**src/rtl/clk_mon_pkg.sv**
```systemverilog
// Shared definitions for the clock divider / clock monitor pair: monitor state
// encoding and the default timing parameters both blocks agree on.
package clk_mon_pkg;

    typedef enum logic [1:0] {
        IDLE  = 2'd0,
        ARMED = 2'd1,
        LOST  = 2'd2
    } mon_state_e;

    localparam int DEF_CNT_W      = 20;
    localparam int DEF_EXP_PERIOD = 524288;
    localparam int DEF_TOL        = 64;
    localparam int DEF_TIMEOUT    = 600000;

endpackage

```
**src/rtl/sync_edge.sv**
```systemverilog
// Two-flop synchronizer plus history flop that turns an asynchronous level into
// an immediate rise indication and registered single-cycle rise/fall pulses.
module sync_edge (
    input  logic clk,
    input  logic rst,
    input  logic din,
    output logic rise,
    output logic rise_pulse,
    output logic fall_pulse
);

    logic s1_q, s1_d;
    logic s2_q, s2_d;
    logic s3_q, s3_d;
    logic rise_q, rise_d;
    logic fall_q, fall_d;

    always_comb begin
        s1_d   = din;
        s2_d   = s1_q;
        s3_d   = s2_q;
        rise   = s2_q & ~s3_q;
        rise_d = s2_q & ~s3_q;
        fall_d = ~s2_q & s3_q;
    end

    always_ff @(posedge clk) begin
        if (rst) begin
            s1_q   <= 1'b0;
            s2_q   <= 1'b0;
            s3_q   <= 1'b0;
            rise_q <= 1'b0;
            fall_q <= 1'b0;
        end else begin
            s1_q   <= s1_d;
            s2_q   <= s2_d;
            s3_q   <= s3_d;
            rise_q <= rise_d;
            fall_q <= fall_d;
        end
    end

    assign rise_pulse = rise_q;
    assign fall_pulse = fall_q;

endmodule

```
**src/rtl/clk_ctl_mon.sv**
```systemverilog
// Slow-clock monitor: converts clk_slow edges into clk-domain ticks, measures the
// rising-to-rising period, range-checks it and flags loss of clock.
module clk_ctl_mon
    import clk_mon_pkg::*;
#(
    parameter int CNT_W      = DEF_CNT_W,
    parameter int EXP_PERIOD = DEF_EXP_PERIOD,
    parameter int TOL        = DEF_TOL,
    parameter int TIMEOUT    = DEF_TIMEOUT
) (
    input  logic             clk,
    input  logic             rst,
    input  logic             clk_slow,
    output logic             tick,
    output logic             tick_fall,
    output logic [CNT_W-1:0] period,
    output logic             period_vld,
    output logic             in_range,
    output logic             lost
);

    localparam logic [CNT_W-1:0] CNT_MAX = {CNT_W{1'b1}};
    localparam logic [CNT_W-1:0] CNT_ONE = {{(CNT_W-1){1'b0}}, 1'b1};
    localparam logic [CNT_W-1:0] CNT_TO  = CNT_W'(TIMEOUT - 1);
    // Window bounds carry one extra bit so EXP_PERIOD+TOL never wraps.
    localparam logic [CNT_W:0]   WIN_LO  = (CNT_W+1)'((EXP_PERIOD > TOL) ? (EXP_PERIOD - TOL) : 0);
    localparam logic [CNT_W:0]   WIN_HI  = (CNT_W+1)'(EXP_PERIOD + TOL);

    mon_state_e       state_q, state_d;
    logic [CNT_W-1:0] cnt_q, cnt_d;
    logic [CNT_W-1:0] period_q, period_d;
    logic             period_vld_q, period_vld_d;
    logic             in_range_q, in_range_d;
    logic [CNT_W-1:0] meas;
    logic             rise;
    logic             timeout;

    sync_edge u_sync_edge (
        .clk        (clk),
        .rst        (rst),
        .din        (clk_slow),
        .rise       (rise),
        .rise_pulse (tick),
        .fall_pulse (tick_fall)
    );

    always_comb begin
        meas         = (cnt_q == CNT_MAX) ? cnt_q : (cnt_q + CNT_ONE);
        timeout      = (cnt_q == CNT_TO);
        cnt_d        = rise ? '0 : meas;
        state_d      = state_q;
        period_d     = period_q;
        period_vld_d = 1'b0;
        in_range_d   = in_range_q;

        // A rise always beats a coincident timeout; intervals ending in IDLE or
        // LOST are not trusted, so only ARMED publishes a measurement.
        case (state_q)
            IDLE: begin
                if (rise) begin
                    state_d = ARMED;
                end else if (timeout) begin
                    state_d = LOST;
                end
            end
            ARMED: begin
                if (rise) begin
                    period_d     = meas;
                    period_vld_d = 1'b1;
                    in_range_d   = ({1'b0, meas} >= WIN_LO) && ({1'b0, meas} <= WIN_HI);
                end else if (timeout) begin
                    state_d = LOST;
                end
            end
            LOST: begin
                if (rise) begin
                    state_d = ARMED;
                end
            end
            default: state_d = IDLE;
        endcase
    end

    always_ff @(posedge clk) begin
        if (rst) begin
            state_q      <= IDLE;
            cnt_q        <= '0;
            period_q     <= '0;
            period_vld_q <= 1'b0;
            in_range_q   <= 1'b0;
        end else begin
            state_q      <= state_d;
            cnt_q        <= cnt_d;
            period_q     <= period_d;
            period_vld_q <= period_vld_d;
            in_range_q   <= in_range_d;
        end
    end

    assign period     = period_q;
    assign period_vld = period_vld_q;
    assign in_range   = in_range_q;
    assign lost       = (state_q == LOST);

endmodule

```
**config.mk**
```make
export PLATFORM = sky130hd
export DESIGN_NAME = clk_ctl_mon
export DESIGN_NICKNAME = d
export VERILOG_FILES = /design/src/rtl/clk_mon_pkg.sv /design/src/rtl/sync_edge.sv /design/src/rtl/clk_ctl_mon.sv
export SDC_FILE = /design/constraint.sdc
export NUM_CORES = 1
export LEC_CHECK = 0
export ABC_AREA = 1
export BUFFER_PORTS_ARGS = -buffer_cell sky130_fd_sc_hd__buf_2
export CAP_MARGIN = 15
export CELL_PAD_IN_SITES_DETAIL_PLACEMENT = 0
export CELL_PAD_IN_SITES_GLOBAL_PLACEMENT = 2
export CORE_UTILIZATION = 25
export DETAILED_ROUTE_END_ITERATION = 8
export GPL_TIMING_DRIVEN = 1
export PLACE_DENSITY_LB_ADDON = 0.15
export SLEW_MARGIN = 20
export SYNTH_ARGS = -nofsm -noshare
export SYNTH_HDL_FRONTEND = slang
export SYNTH_SLANG_ARGS = --single-unit
```
**constraint.sdc**
```tcl
create_clock -name clk -period 1.9 [get_ports clk]
set_clock_uncertainty 0.15 [all_clocks]
set_input_delay 0.38 -clock clk [delete_from_list [all_inputs] [get_ports clk]]
set_output_delay 0.38 -clock clk [all_outputs]
set_load 0.02 [all_outputs]
```
==> impl_summary.txt <==
----------------------------------------------------
[Yosys]
  Summed instance area of the synthesized netlist ... approximately 0.0024 mm²
  Post-synthesis share of cell area spent on full adders, half adders and majority gates ... less than 1%
  XOR/XNOR Fraction of Synth Area ... under 10%
  Number of synthesized flops with an enable pin ... 0
  Most frequently used flop master after synthesis ... sky130_fd_sc_hd__dfxtp_1
  Top-count cell post-synth ... sky130_fd_sc_hd__nand2_1
  Leading area contributor after synthesis ... sky130_fd_sc_hd__dfxtp_1
  Net count of the mapped netlist ... ~360
  Dominant combinational cell family by area after synthesis ... simple AND/OR/NAND/NOR gates
  Yosys warns ... 0
  Seq/Total Area, Yosys ... just over 40%
  Number of synthesized register bits ... 49
  Multiplexer area fraction after synthesis ... 0%
  Synthesized-area fraction occupied by and/or/nand/nor cells ... a little over a third
  Share of the synthesized area in compound gates (AO/OA/AOI/OAI) ... around 8%
  Fraction of synthesized cell area taken by the top area cell type ... roughly 41%
  Cell types with the highest counts after synthesis ... sky130_fd_sc_hd__nand2_1, sky130_fd_sc_hd__nor2_1, sky130_fd_sc_hd__inv_1
  Synthesized area divided by synthesized cell count ... 6.779 µm²
  Fraction of synthesis flops using an asynchronous set or reset pin ... 0%
  Syn Inst Count ... 352
  Count of distinct cell types in the synthesized netlist ... 31
  Leading post-synthesis cells by cell area ... sky130_fd_sc_hd__dfxtp_1, sky130_fd_sc_hd__nand2_1, sky130_fd_sc_hd__nor2_1

[Floorplanning]
  Chip height ... 99.70 µm
  Die width ... about 100 µm
  Top Ports ... 28
  Die ar. ... a little under 0.01 mm²
  Number of core rows ... 35
  Core Box Area ... slightly above 0.009 mm²
  Initial Utilization ... around a quarter

[Power]
  VDD IR max ... ~0.29 mV
  Final Power ... approximately 0.0018 W
  Leakage ... around 1.8 nW
  Pwr dens ... about 500 mW/mm²

[Detailed routing]
  Highest routing layer actually used ... met4
  Vias ... around 2400
  Post-DR vias/cell ... around 4
  Number of violations reported at the end of detailed-routing iteration 0 ... 68
  Antenna-violating nets left ... 0
  Sum of met2 wire segment lengths after detailed routing ... roughly 3.3 mm
  Number of remaining DRC errors ... 0
  Iteration count of the initial detailed-routing pass ... 4
  Met3 layer wire length in the routed design ... 143 µm
  Routed Wire Length ... 7.570 mm
  Met1 Wirelength ... just over 4 mm
  WL/cell ... roughly 13 µm

[Global route]
  Global routing usage summed across all routing layers ... around 16%
  Vias in the first global route ... ~2400
  Total congestion overflow ... 0
  Number of antenna violations at the first check in global routing ... 0
  Largest net degree at the start of global routing ... 34
  Wire length of the first global-routing pass ... about 12 mm

[Cells and area]
  Post-synthesis to final-layout area growth ... 48.09%
  Nets ... 460
  Count of antenna diodes in the layout ... 0
  Share of final-layout standard cells stronger than drive strength 1 ... around 40%
  Utilization after layout ... a little under two fifths
  Fill cell count ... 1009

[Setup path]
  Critical path start-end classification ... reg -> reg
  Critical Path Sink Type ... flop
  Arrival time worst endpoint ... about 2.1 ns
  Data required time at the worst endpoint ... roughly 2 ns
  Startpoint Class ... flop
  Highest fanout seen on the critical path ... 6

[Timing]
  Setup Viol. Count Final ... 2
  Share of the clock period used by the worst path after layout ... 103.0%
  Setup WS post-layout ... -0.05784 ns
  Worst Hold Margin ... approximately 0.13 ns
  Slew headroom ... 76.87%
  RSZ-0062 raised after global routing ... true
  Actual slew at the worst max-slew pin ... about 0.34 ns
  Maximum clock frequency ... 0.5108 GHz
  Pins Over Slew Limit ... 0
  Time the worst path needs with I/O delays and setup ... ~2.0 ns
  Count of endpoints failing hold in the final timing report ... 0

[Placed design]
  HPWL reported at the end of detailed placement ... just under 6 mm
  Buffers on Ports ... 27
  Routability congestion estimate ... ~0.86

[Run status]
  Result of the run ... complete, but fails checks
  Failing checks ... negative setup slack

[Clock network]
  Clock Tree Root ... sky130_fd_sc_hd__clkbuf_8
  Htree depth ... 2
  CTS sink count ... 49
  CTS clock-pin slew for the worst setup and hold paths ... roughly 0.090 ns
  Later-pin clock latency in the skew report ... 0.30 ns
  Buffers from clock root to sink, at most ... 2
  Number of buffers created by CTS ... 5
  Hold buffer count at cts ... 0
  TritonCTS clock tree ... yes

[Min path]
  Hold WC Path Type ... in -> reg

[Job]
  Count of max-cap constraint violations ... 0

----------------------------------------------------
==> final cells by class <==
type                       count  area, µm²  share of cell area (%)
sequential                    49       1005                   28.43
timing repair buffer         105      744.5                   21.07
clock inverter                 2      10.01                  0.2833
clock buffer                   6      72.57                   2.054
tap                          129      161.4                   4.568
multi-input combinational    234       1308                   37.00
inverter                      61      232.7                   6.586
==> where the power goes <==
group,switching (W),internal (W)
registers,0.00000938,0.00104
clock network,0.000355,0.000256
logic,0.0000713,0.0000564
total,0.000435,0.00135
==> critical path: stages (launching register included) <==
cell                      delay, ns
sky130_fd_sc_hd__dfxtp_4       0.38
sky130_fd_sc_hd__ha_4          0.14
sky130_fd_sc_hd__inv_2         0.04
sky130_fd_sc_hd__nor2_4        0.11
sky130_fd_sc_hd__nand2_4       0.08
sky130_fd_sc_hd__nor2_4        0.17
sky130_fd_sc_hd__nand2_4       0.12
sky130_fd_sc_hd__buf_6         0.15
sky130_fd_sc_hd__buf_4         0.12
sky130_fd_sc_hd__nand3_2       0.08
sky130_fd_sc_hd__nand2_2       0.07
sky130_fd_sc_hd__inv_1         0.05
sky130_fd_sc_hd__nand4_1       0.08
sky130_fd_sc_hd__nand3_1       0.07
sky130_fd_sc_hd__nand2_1       0.05
sky130_fd_sc_hd__inv_1         0.06
==> sequential cells by signal, indices dropped and copies added (netlist names) <==
signal	flops
u_sync_edge.fall_pulse	1
in_range	1
u_sync_edge.s3_q	1
u_sync_edge.s1_q	1
period_vld	1
u_sync_edge.rise_pulse	1
state_q	2
cnt_q	20
u_sync_edge.s2_q	1
period	20
==> cell usage in the layout (no fill, tap or decap), types with 2 or more instances in the layout <==
| cell | n |
|---|---|
| sky130_fd_sc_hd__nand3_1 | 19 |
| sky130_fd_sc_hd__clkinv_2 | 2 |
| sky130_fd_sc_hd__xor2_2 | 2 |
| sky130_fd_sc_hd__a21oi_1 | 7 |
| sky130_fd_sc_hd__buf_4 | 74 |
| sky130_fd_sc_hd__nor4_1 | 2 |
| sky130_fd_sc_hd__nand3_2 | 9 |
| sky130_fd_sc_hd__buf_2 | 27 |
| sky130_fd_sc_hd__o21ai_1 | 2 |
| sky130_fd_sc_hd__nand2_1 | 62 |
| sky130_fd_sc_hd__clkbuf_8 | 5 |
| sky130_fd_sc_hd__xnor2_1 | 4 |
| sky130_fd_sc_hd__nor3_1 | 2 |
| sky130_fd_sc_hd__nand4_1 | 8 |
| sky130_fd_sc_hd__dfxtp_4 | 2 |
| sky130_fd_sc_hd__nand2_2 | 11 |
| sky130_fd_sc_hd__nand2_4 | 2 |
| sky130_fd_sc_hd__buf_6 | 3 |
| sky130_fd_sc_hd__o211ai_1 | 12 |
| sky130_fd_sc_hd__inv_2 | 6 |
| sky130_fd_sc_hd__nor2_1 | 58 |
| sky130_fd_sc_hd__o21ai_0 | 8 |
| sky130_fd_sc_hd__nor2_2 | 8 |
| sky130_fd_sc_hd__dfxtp_1 | 34 |
| sky130_fd_sc_hd__dfxtp_2 | 13 |
| sky130_fd_sc_hd__inv_1 | 54 |
| sky130_fd_sc_hd__nor2_4 | 9 |
==> path summary, 6_finish.rpt <==
check	startpoint	endpoint	slack, ns	cells after the start
worst max-delay path	cnt_q[0]$_SDFF_PP0_	in_range$_SDFFE_PP0P_	-0.06	15
worst min-delay path	clk_slow	u_sync_edge.s1_q$_SDFF_PP0_	0.13	3
worst max register to register	cnt_q[0]$_SDFF_PP0_	in_range$_SDFFE_PP0P_	-0.06	15
worst min register to register	u_sync_edge.s1_q$_SDFF_PP0_	u_sync_edge.s2_q$_SDFF_PP0_	0.26	2
==> timing repair <==
item,4_1_cts,5_1_grt
endpoints found under the setup margin,18,16
gates cloned,1,0
setup buffers,4,1
gates resized for setup,39,26
pin swaps,14,9
==> stage by stage <==
step	instance area [µm²]	setup WS, ns	instances	TNS, ns
floorplan	2399	0.004293	352	0
global placement	3212	-0.2521	572	-0.9818
detailed placement	3212	-0.2257	572	-0.9216
CTS	3451	-0.04894	585	-0.04894
global route	3533	-0.2028	586	-0.9029
finish	3533	-0.05784	586	-0.07678
==> kinds of logic after synthesis <==
kind of cell	Yosys count
simple gates	193
flops	49
compound gates	32
fa+ha+maj	1
buf+inv	70
xor+xnor	7
==> layer usage <==
metal	vias to the layer above	GRT usage, %
met4	0	3.733
met2	29	26.05
met3	5	1.616
met5	-	0
li1	1301	-
met1	1079	23.11
(Power assumes the default switching activity.)
